[src/rtl/branch_predict_unit.sv]
// branch_predict_unit: RV32 branch resolution, 2-bit BHT predictor, redirect and statistics
module branch_predict_unit #(
    parameter int XLEN        = 32,
    parameter int BHT_ENTRIES = 64,
    parameter int CNT_W       = 32
) (
    input  logic             clk,
    input  logic             rst,
    input  logic [XLEN-1:0]  lookup_pc,
    output logic             lookup_taken,
    input  logic             ex_valid,
    input  logic             ex_branch,
    input  logic             ex_kill,
    input  logic [2:0]       ex_funct3,
    input  logic [XLEN-1:0]  ex_pc,
    input  logic [XLEN-1:0]  ex_target,
    input  logic [XLEN-1:0]  ex_rs1_val,
    input  logic [XLEN-1:0]  ex_rs2_val,
    input  logic             ex_pred_taken,
    output logic             res_valid,
    output logic             res_taken,
    output logic             res_illegal,
    output logic             mispredict,
    output logic [XLEN-1:0]  redirect_pc,
    output logic [CNT_W-1:0] branch_count,
    output logic [CNT_W-1:0] mispredict_count
);
    localparam int IW = $clog2(BHT_ENTRIES);
    logic [1:0]    bht [BHT_ENTRIES];
    logic [IW-1:0] lookup_idx, ex_idx;
    logic          acc, illegal, eq, slt, ult, outcome, miss;
    logic [1:0]    cur, nxt;
    assign lookup_idx   = lookup_pc[IW+1:2];
    assign ex_idx       = ex_pc[IW+1:2];
    assign lookup_taken = bht[lookup_idx][1];
    assign acc          = ex_valid & ex_branch & ~ex_kill;
    assign illegal      = ex_funct3[2:1] == 2'b01;
    assign eq           = ex_rs1_val == ex_rs2_val;
    assign slt          = $signed(ex_rs1_val) < $signed(ex_rs2_val);
    assign ult          = ex_rs1_val < ex_rs2_val;
    always_comb begin
        outcome = 1'b0;
        case (ex_funct3)
            3'b000:  outcome = eq;
            3'b001:  outcome = ~eq;
            3'b100:  outcome = slt;
            3'b101:  outcome = ~slt;
            3'b110:  outcome = ult;
            3'b111:  outcome = ~ult;
            default: outcome = 1'b0;
        endcase
    end
    assign cur  = bht[ex_idx];
    assign nxt  = outcome ? ((cur == 2'd3) ? cur : cur + 2'd1) : ((cur == 2'd0) ? cur : cur - 2'd1);
    assign miss = acc & ~illegal & (outcome != ex_pred_taken);
    always_ff @(posedge clk) begin
        if (rst) begin
            for (int i = 0; i < BHT_ENTRIES; i++) bht[i] <= 2'd1;
            res_valid        <= 1'b0;
            res_taken        <= 1'b0;
            res_illegal      <= 1'b0;
            mispredict       <= 1'b0;
            redirect_pc      <= '0;
            branch_count     <= '0;
            mispredict_count <= '0;
        end else begin
            res_valid   <= acc;
            res_taken   <= acc & outcome;
            res_illegal <= acc & illegal;
            mispredict  <= miss;
            if (acc) redirect_pc <= outcome ? ex_target : ex_pc + XLEN'(4);
            if (acc && !illegal) begin
                bht[ex_idx]  <= nxt;
                branch_count <= branch_count + CNT_W'(1);
            end
            if (miss) mispredict_count <= mispredict_count + CNT_W'(1);
        end
    end
endmodule

[config.mk]
export PLATFORM = sky130hd
export DESIGN_NAME = branch_predict_unit
export DESIGN_NICKNAME = d
export VERILOG_FILES = /design/src/rtl/branch_predict_unit.sv
export SDC_FILE = /design/constraint.sdc
export NUM_CORES = 1
export LEC_CHECK = 0
export ABC_CLOCK_PERIOD_IN_PS = 5900
export BUFFER_PORTS_ARGS = -buffer_cell sky130_fd_sc_hd__clkbuf_2
export CORE_ASPECT_RATIO = 0.5
export CORE_MARGIN = 2
export CORE_UTILIZATION = 40
export CTS_CLUSTER_SIZE = 25
export DETAILED_ROUTE_END_ITERATION = 16
export PLACE_DENSITY = 0.7
export SYNTH_ARGS = -nofsm -noshare
export SYNTH_HDL_FRONTEND = slang
export SYNTH_SLANG_ARGS = --single-unit
[constraint.sdc]
create_clock -name clk -period 5.9 [get_ports clk]
set_input_delay 1.18 -clock clk [delete_from_list [all_inputs] [get_ports clk]]
set_output_delay 1.18 -clock clk [all_outputs]
set_load 0.05 [all_outputs]
# == Word level (Yosys, flattened, before mapping) ==
# Memories as Yosys holds them, arrays and structs flattened.
# Index checks and enable logic that the tools add are counted.
# W data, S select, Z words.
# word_totals
output_inout_bits,101
mem_bits_rw,128
memories,1
elab_cells,53
reg_bits,100
in_bits,169
# mem_list
name,words,word_bits,rd,rd_clocked_by_memory_dff,write_ports,line_no,text
bht,64,2,2,0,64,29,logic [1:0] bht [BHT_ENTRIES];
# classes
bitwise,11
n_lt_le_gt_ge,2
add_sub_neg,5
reduce_logical,5
mux,13
n_eq_ne,9
# ops
cell,count
$add A32 B1 Y32 const B,2
$lt A32 B32 Y1,2
$add A32 B3 Y32 const B,1
$eq A32 B32 Y1,1
$mux W32,1
$eq A3 B3 Y1 const B,4
$mux W2,4
$and A1 B1 Y1,6
$mux W1,6
$mux W6,1
$pmux W1 S6,1
$not A1 Y1,5
$eq A3 B1 Y1 const B,1
$logic_not A3 Y1,1
$add A2 B1 Y2 const B,1
$eq A2 B1 Y1 const B,1
$eq A2 B2 Y1 const B,1
$logic_not A2 Y1,1
$reduce_or A2 Y1,1
$sub A2 B1 Y2 const B,1
$logic_and A1 B1 Y1,1
$logic_not A1 Y1,1
$ne A1 B1 Y1,1

# == Longest topological paths before layout ==
# logic_depth
depth_word,8
mapped_depth,14
depth_no_buf,10

# == Least setup slack after synthesis ==
# OpenSTA, ideal clock, no wires.
# synth_timing
path_kind,input -> output
startpoint,input lookup_pc[2]
endpoint,output lookup_taken
arrival_time_ps,3751
path_stages,5
path_buffers,2
t_required_ps,4720
setup_slack_ps,969
path_cell_list,clkbuf_1 > buf_1 > mux4_2 > mux4_2 > mux4_2
# synth_via
elab_chain_len,1
# synth_rtl
element,line_no,text
from (decl),9,"input logic [XLEN-1:0] lookup_pc,"
$mem_v2 Z64 W2,-,
to (decl),10,"output logic lookup_taken,"
# Every way passes these cells.

# == Worst setup path after layout ==
# Same ends and word-level chain as after synthesis.

==> flow_results.xml <==
<?xml version="1.0" encoding="UTF-8"?>
<metrics>
  <group name="yosys">
    <metric name="synth_cells" unit="">1422</metric>
    <metric name="synth_warnings" unit="">0</metric>
    <metric name="synth-simple-area-share" unit="">0.255</metric>
    <metric name="asyncSetResetFlopFracSynth" unit="">0</metric>
    <metric name="synth-adder-area-share" unit="">0.0335</metric>
    <metric name="synth-main-ff-cell" unit="">sky130_fd_sc_hd__edfxtp_1</metric>
    <metric name="postSynthRegisterBits" unit="">228</metric>
    <metric name="synth_area" unit="um^2">13800</metric>
    <metric name="netlist_top_cells_area" unit="">sky130_fd_sc_hd__edfxtp_1, sky130_fd_sc_hd__dfxtp_1, sky130_fd_sc_hd__mux4_2, sky130_fd_sc_hd__mux2i_1, sky130_fd_sc_hd__nor2_1</metric>
    <metric name="synth_enable_flop_cells" unit="">128</metric>
    <metric name="yosys-mux-area-fraction" unit="">0.135</metric>
    <metric name="netlist.area_leader.share" unit="">0.280</metric>
    <metric name="netlist-cell-type-count" unit="">62</metric>
    <metric name="synth_top_family_by_area" unit="">simple AND/OR/NAND/NOR gates</metric>
    <metric name="netlist.top_cell.by_area" unit="">sky130_fd_sc_hd__edfxtp_1</metric>
    <metric name="avg_inst_size_synth" unit="um^2">9.67</metric>
    <metric name="seq_total_area_yosys" unit="">0.425</metric>
    <metric name="syn_nets" unit="">1626</metric>
    <metric name="synth_xor_area_frac" unit="">0.0363</metric>
    <metric name="synth_compound_gate_area_share" unit="">0.0694</metric>
  </group>
  <group name="drt">
    <metric name="route.final.wire_length" unit="um">38500</metric>
    <metric name="wl_per_cell" unit="um">18.6</metric>
    <metric name="avgViaCountPerCell" unit="">5.56</metric>
    <metric name="drt_drc_violations_left" unit="">0</metric>
    <metric name="detail_route.iter0.violations" unit="">1083</metric>
    <metric name="postRouteAntennaNets" unit="">0</metric>
    <metric name="drt_first_pass_iters" unit="">5</metric>
    <metric name="dr_total_vias" unit="">11500</metric>
  </group>
  <group name="setup_path">
    <metric name="critical_path_peak_fanout" unit="">16</metric>
    <metric name="end_kind" unit="">output pin</metric>
    <metric name="crit_slowest_cell" unit="">sky130_fd_sc_hd__mux4_2</metric>
    <metric name="critical-path-top-delay-family" unit="">multiplexers</metric>
    <metric name="timing.critical_path.cells" unit="">clkbuf_2 &gt; mux4_2 &gt; mux4_2 &gt; mux4_2 &gt; clkbuf_2</metric>
    <metric name="cell_occurring_most_often_along_the_worst_timing_path" unit="">sky130_fd_sc_hd__mux4_2</metric>
    <metric name="criticalPathCategory" unit="">in -&gt; out</metric>
    <metric name="startpoint_type_of_the_worst_setup_path" unit="">primary input</metric>
    <metric name="critical_path_arrival" unit="ns">3.65</metric>
    <metric name="timing.critical_path.slowest_cell_delay" unit="ns">0.62</metric>
    <metric name="timing.critical_path.required" unit="ns">4.72</metric>
    <metric name="critPathBufInv" unit="">2</metric>
  </group>
  <group name="final_layout">
    <metric name="final_cell_count_no_fill" unit="">2072</metric>
    <metric name="final_cell_area" unit="um^2">16000</metric>
    <metric name="n_fill_cell" unit="">3124</metric>
    <metric name="area_growth" unit="%">16.7</metric>
    <metric name="insertedDiodeCount" unit="">0</metric>
    <metric name="drive_gt1_frac" unit="">0.282</metric>
    <metric name="final_nets" unit="">1818</metric>
    <metric name="layout.core_utilization" unit="">0.479</metric>
  </group>
  <group name="sta">
    <metric name="fin_crit" unit="ns">4.83</metric>
    <metric name="report.final.setup_viol" unit="">0</metric>
    <metric name="hold_viol_final" unit="">0</metric>
    <metric name="timing.final.crit_share" unit="">0.818</metric>
    <metric name="setup_ws" unit="ns">1.07</metric>
    <metric name="hold_slack" unit="ns">0.459</metric>
    <metric name="setup_tns" unit="ns">0</metric>
    <metric name="number_of_max_slew_violations_in_the_final_report" unit="">0</metric>
    <metric name="timing.max_slew.rel_slack" unit="">0.361</metric>
    <metric name="max_freq" unit="MHz">207</metric>
    <metric name="rsz0062_at_grt" unit="">false</metric>
    <metric name="tightest_slew" unit="ns">0.950</metric>
    <metric name="timing.clock.skew" unit="ns">0.0275</metric>
  </group>
  <group name="grt">
    <metric name="globalRouteMet2Util" unit="">0.343</metric>
    <metric name="global_route_met3_usage" unit="">0.0423</metric>
    <metric name="grtUsageTotal" unit="">0.210</metric>
    <metric name="grt_first_pass_wirelength" unit="um">59900</metric>
    <metric name="pin_count_of_the_biggest_net_entering_global_routing" unit="">95</metric>
    <metric name="antenna_found_initial" unit="">0</metric>
    <metric name="globalRoute.totalOverflow" unit="">0</metric>
    <metric name="grt-busiest-layer" unit="">met2</metric>
    <metric name="grt_pass1_vias" unit="">10800</metric>
    <metric name="gr-usage-met1" unit="">0.281</metric>
  </group>
  <group name="floorplanning">
    <metric name="num_io_pins" unit="">270</metric>
    <metric name="die_width" unit="um">266</metric>
    <metric name="die_height" unit="um">135</metric>
    <metric name="fp.dieArea" unit="um^2">36000</metric>
    <metric name="core_region_area" unit="um^2">33500</metric>
    <metric name="initial_core_util" unit="">0.411</metric>
    <metric name="site_row_count" unit="">47</metric>
  </group>
  <group name="clock_network">
    <metric name="cts_inserted_buffers" unit="">24</metric>
    <metric name="cts_htree_levels" unit="">1</metric>
    <metric name="ctsHoldBuffers" unit="">0</metric>
    <metric name="insertion_delay_of_the_later_clocked_pin_in_the_worst_skew_pair" unit="ns">0.55</metric>
    <metric name="path_clk_slew" unit="ns">0.06</metric>
    <metric name="cts-resized-gates" unit="">0</metric>
    <metric name="cts_sinks" unit="">228</metric>
    <metric name="post-cts-setup-buffers" unit="">0</metric>
    <metric name="tritoncts" unit="">built</metric>
    <metric name="clock_tree.buffer_depth" unit="">3</metric>
    <metric name="clock-root-buffer" unit="">sky130_fd_sc_hd__clkbuf_16</metric>
  </group>
  <group name="place">
    <metric name="placed_cells_incl_taps" unit="">2029</metric>
    <metric name="dp_worst_setup_slack" unit="ns">0.887</metric>
    <metric name="detailed_place_hpwl" unit="um">27200</metric>
    <metric name="dpl-instance-area" unit="um^2">15300</metric>
    <metric name="io_buf_count" unit="">243</metric>
    <metric name="routabilityCongestion" unit="">0.886</metric>
  </group>
  <group name="power_and_ir_drop">
    <metric name="fin_total_pwr" unit="mW">3.81</metric>
    <metric name="max-vdd-ir-drop" unit="mV">0.227</metric>
    <metric name="power_density_over_cell_area" unit="nW/um^2">237</metric>
    <metric name="power_leakage" unit="nW">6.24</metric>
  </group>
  <group name="run">
    <metric name="cap_viol_max_count" unit="">0</metric>
  </group>
  <group name="status">
    <metric name="status" unit="">finished, final reports clean</metric>
  </group>
  <group name="worst_hold_path">
    <metric name="worstHoldPathType" unit="">reg -&gt; reg</metric>
  </group>
</metrics>
cell families after synthesis:
logic type / count (synthesis)
AOI/OAI and AO/OA: 144
xor gates and xnor gates: 57
adders and majority gates: 37
buffers and inverters: 145
DFF: 228
muxes: 140
and+or+nand+nor: 671
power by group:
group	internal, mW	leakage [nW]	switching (mW)
logic	0.211	3.95	0.375
clock network	0.858	0.372	0.651
registers	1.70	1.92	0.0160
placed cells by master, fill, tap and decap left out, drive strengths merged, types with 26 or more instances in the layout:
master,count
mux4,33
ha,35
mux2,38
dfxtp,100
buf,26
a21oi,32
nand4,38
nor2b,38
mux2i,69
nor2,171
or2,37
xor2,33
nand2,138
nand2b,43
edfxtp,128
clkbuf,278
nor3,60
nand3,73
inv,42
per-layer routing:
layer  wire, um  share of wire  vias to the layer above
met2      18000           0.47                      439
met4       1250          0.033                        0
met1      16400           0.43                     5508
met3       2800          0.073                       91
li1           -              -                     5485
met5          0              0                        -
cell type report:
cell class	count	area (um^2)	share of cell area
tap	441	552	0.0344
timing repair buffer	268	1420	0.0884
multi-input combinational	1049	7300	0.455
clock buffer	36	696	0.0434
clock inverter	7	71.3	0.00445
inverter	43	161	0.0101
sequential	228	5850	0.364
tightest hold or removal path: cells and delay by family (launching register included):
kind	cells	cell delay, ns
and+or+nand+nor	1	0.05
DFF	1	0.32
AOI/OAI and AO/OA	1	0.06
state kept, by name, indices dropped and copies added, names as in the netlist:
name	cells
bht	128
branch_count	32
mispredict	1
mispredict_count	32
redirect_pc	32
res_illegal	1
res_taken	1
res_valid	1
cells in the mapped netlist, types with 17 or more instances:
| master | n |
|---|---|
| sky130_fd_sc_hd__nand4_1 | 37 |
| sky130_fd_sc_hd__ha_1 | 35 |
| sky130_fd_sc_hd__nor2_1 | 171 |
| sky130_fd_sc_hd__a21oi_1 | 32 |
| sky130_fd_sc_hd__dfxtp_1 | 100 |
| sky130_fd_sc_hd__mux4_2 | 33 |
| sky130_fd_sc_hd__mux2i_1 | 69 |
| sky130_fd_sc_hd__nand2_1 | 138 |
| sky130_fd_sc_hd__edfxtp_1 | 128 |
| sky130_fd_sc_hd__clkbuf_1 | 62 |
| sky130_fd_sc_hd__nor3_1 | 21 |
| sky130_fd_sc_hd__a22oi_1 | 17 |
| sky130_fd_sc_hd__nor3_2 | 39 |
| sky130_fd_sc_hd__mux2_2 | 38 |
| sky130_fd_sc_hd__nor2b_1 | 38 |
| sky130_fd_sc_hd__nand2b_1 | 43 |
| sky130_fd_sc_hd__or2_2 | 37 |
| sky130_fd_sc_hd__buf_2 | 26 |
| sky130_fd_sc_hd__xnor2_1 | 24 |
| sky130_fd_sc_hd__o22ai_1 | 24 |
| sky130_fd_sc_hd__nand3_1 | 73 |
| sky130_fd_sc_hd__o21ai_0 | 22 |
| sky130_fd_sc_hd__inv_1 | 42 |
| sky130_fd_sc_hd__xor2_1 | 33 |
path summary, 6_finish.rpt:
check,end,depth (start not counted),start,slack (ns)
hold / removal,redirect_pc[23],2,redirect_pc[23],0.46
hold reg to reg,redirect_pc[23],2,redirect_pc[23],0.46
setup / recovery,lookup_taken,5,lookup_pc[2],1.07
setup reg to reg,branch_count[30],8,branch_count[3],2.87
(Power assumes the default switching activity.)
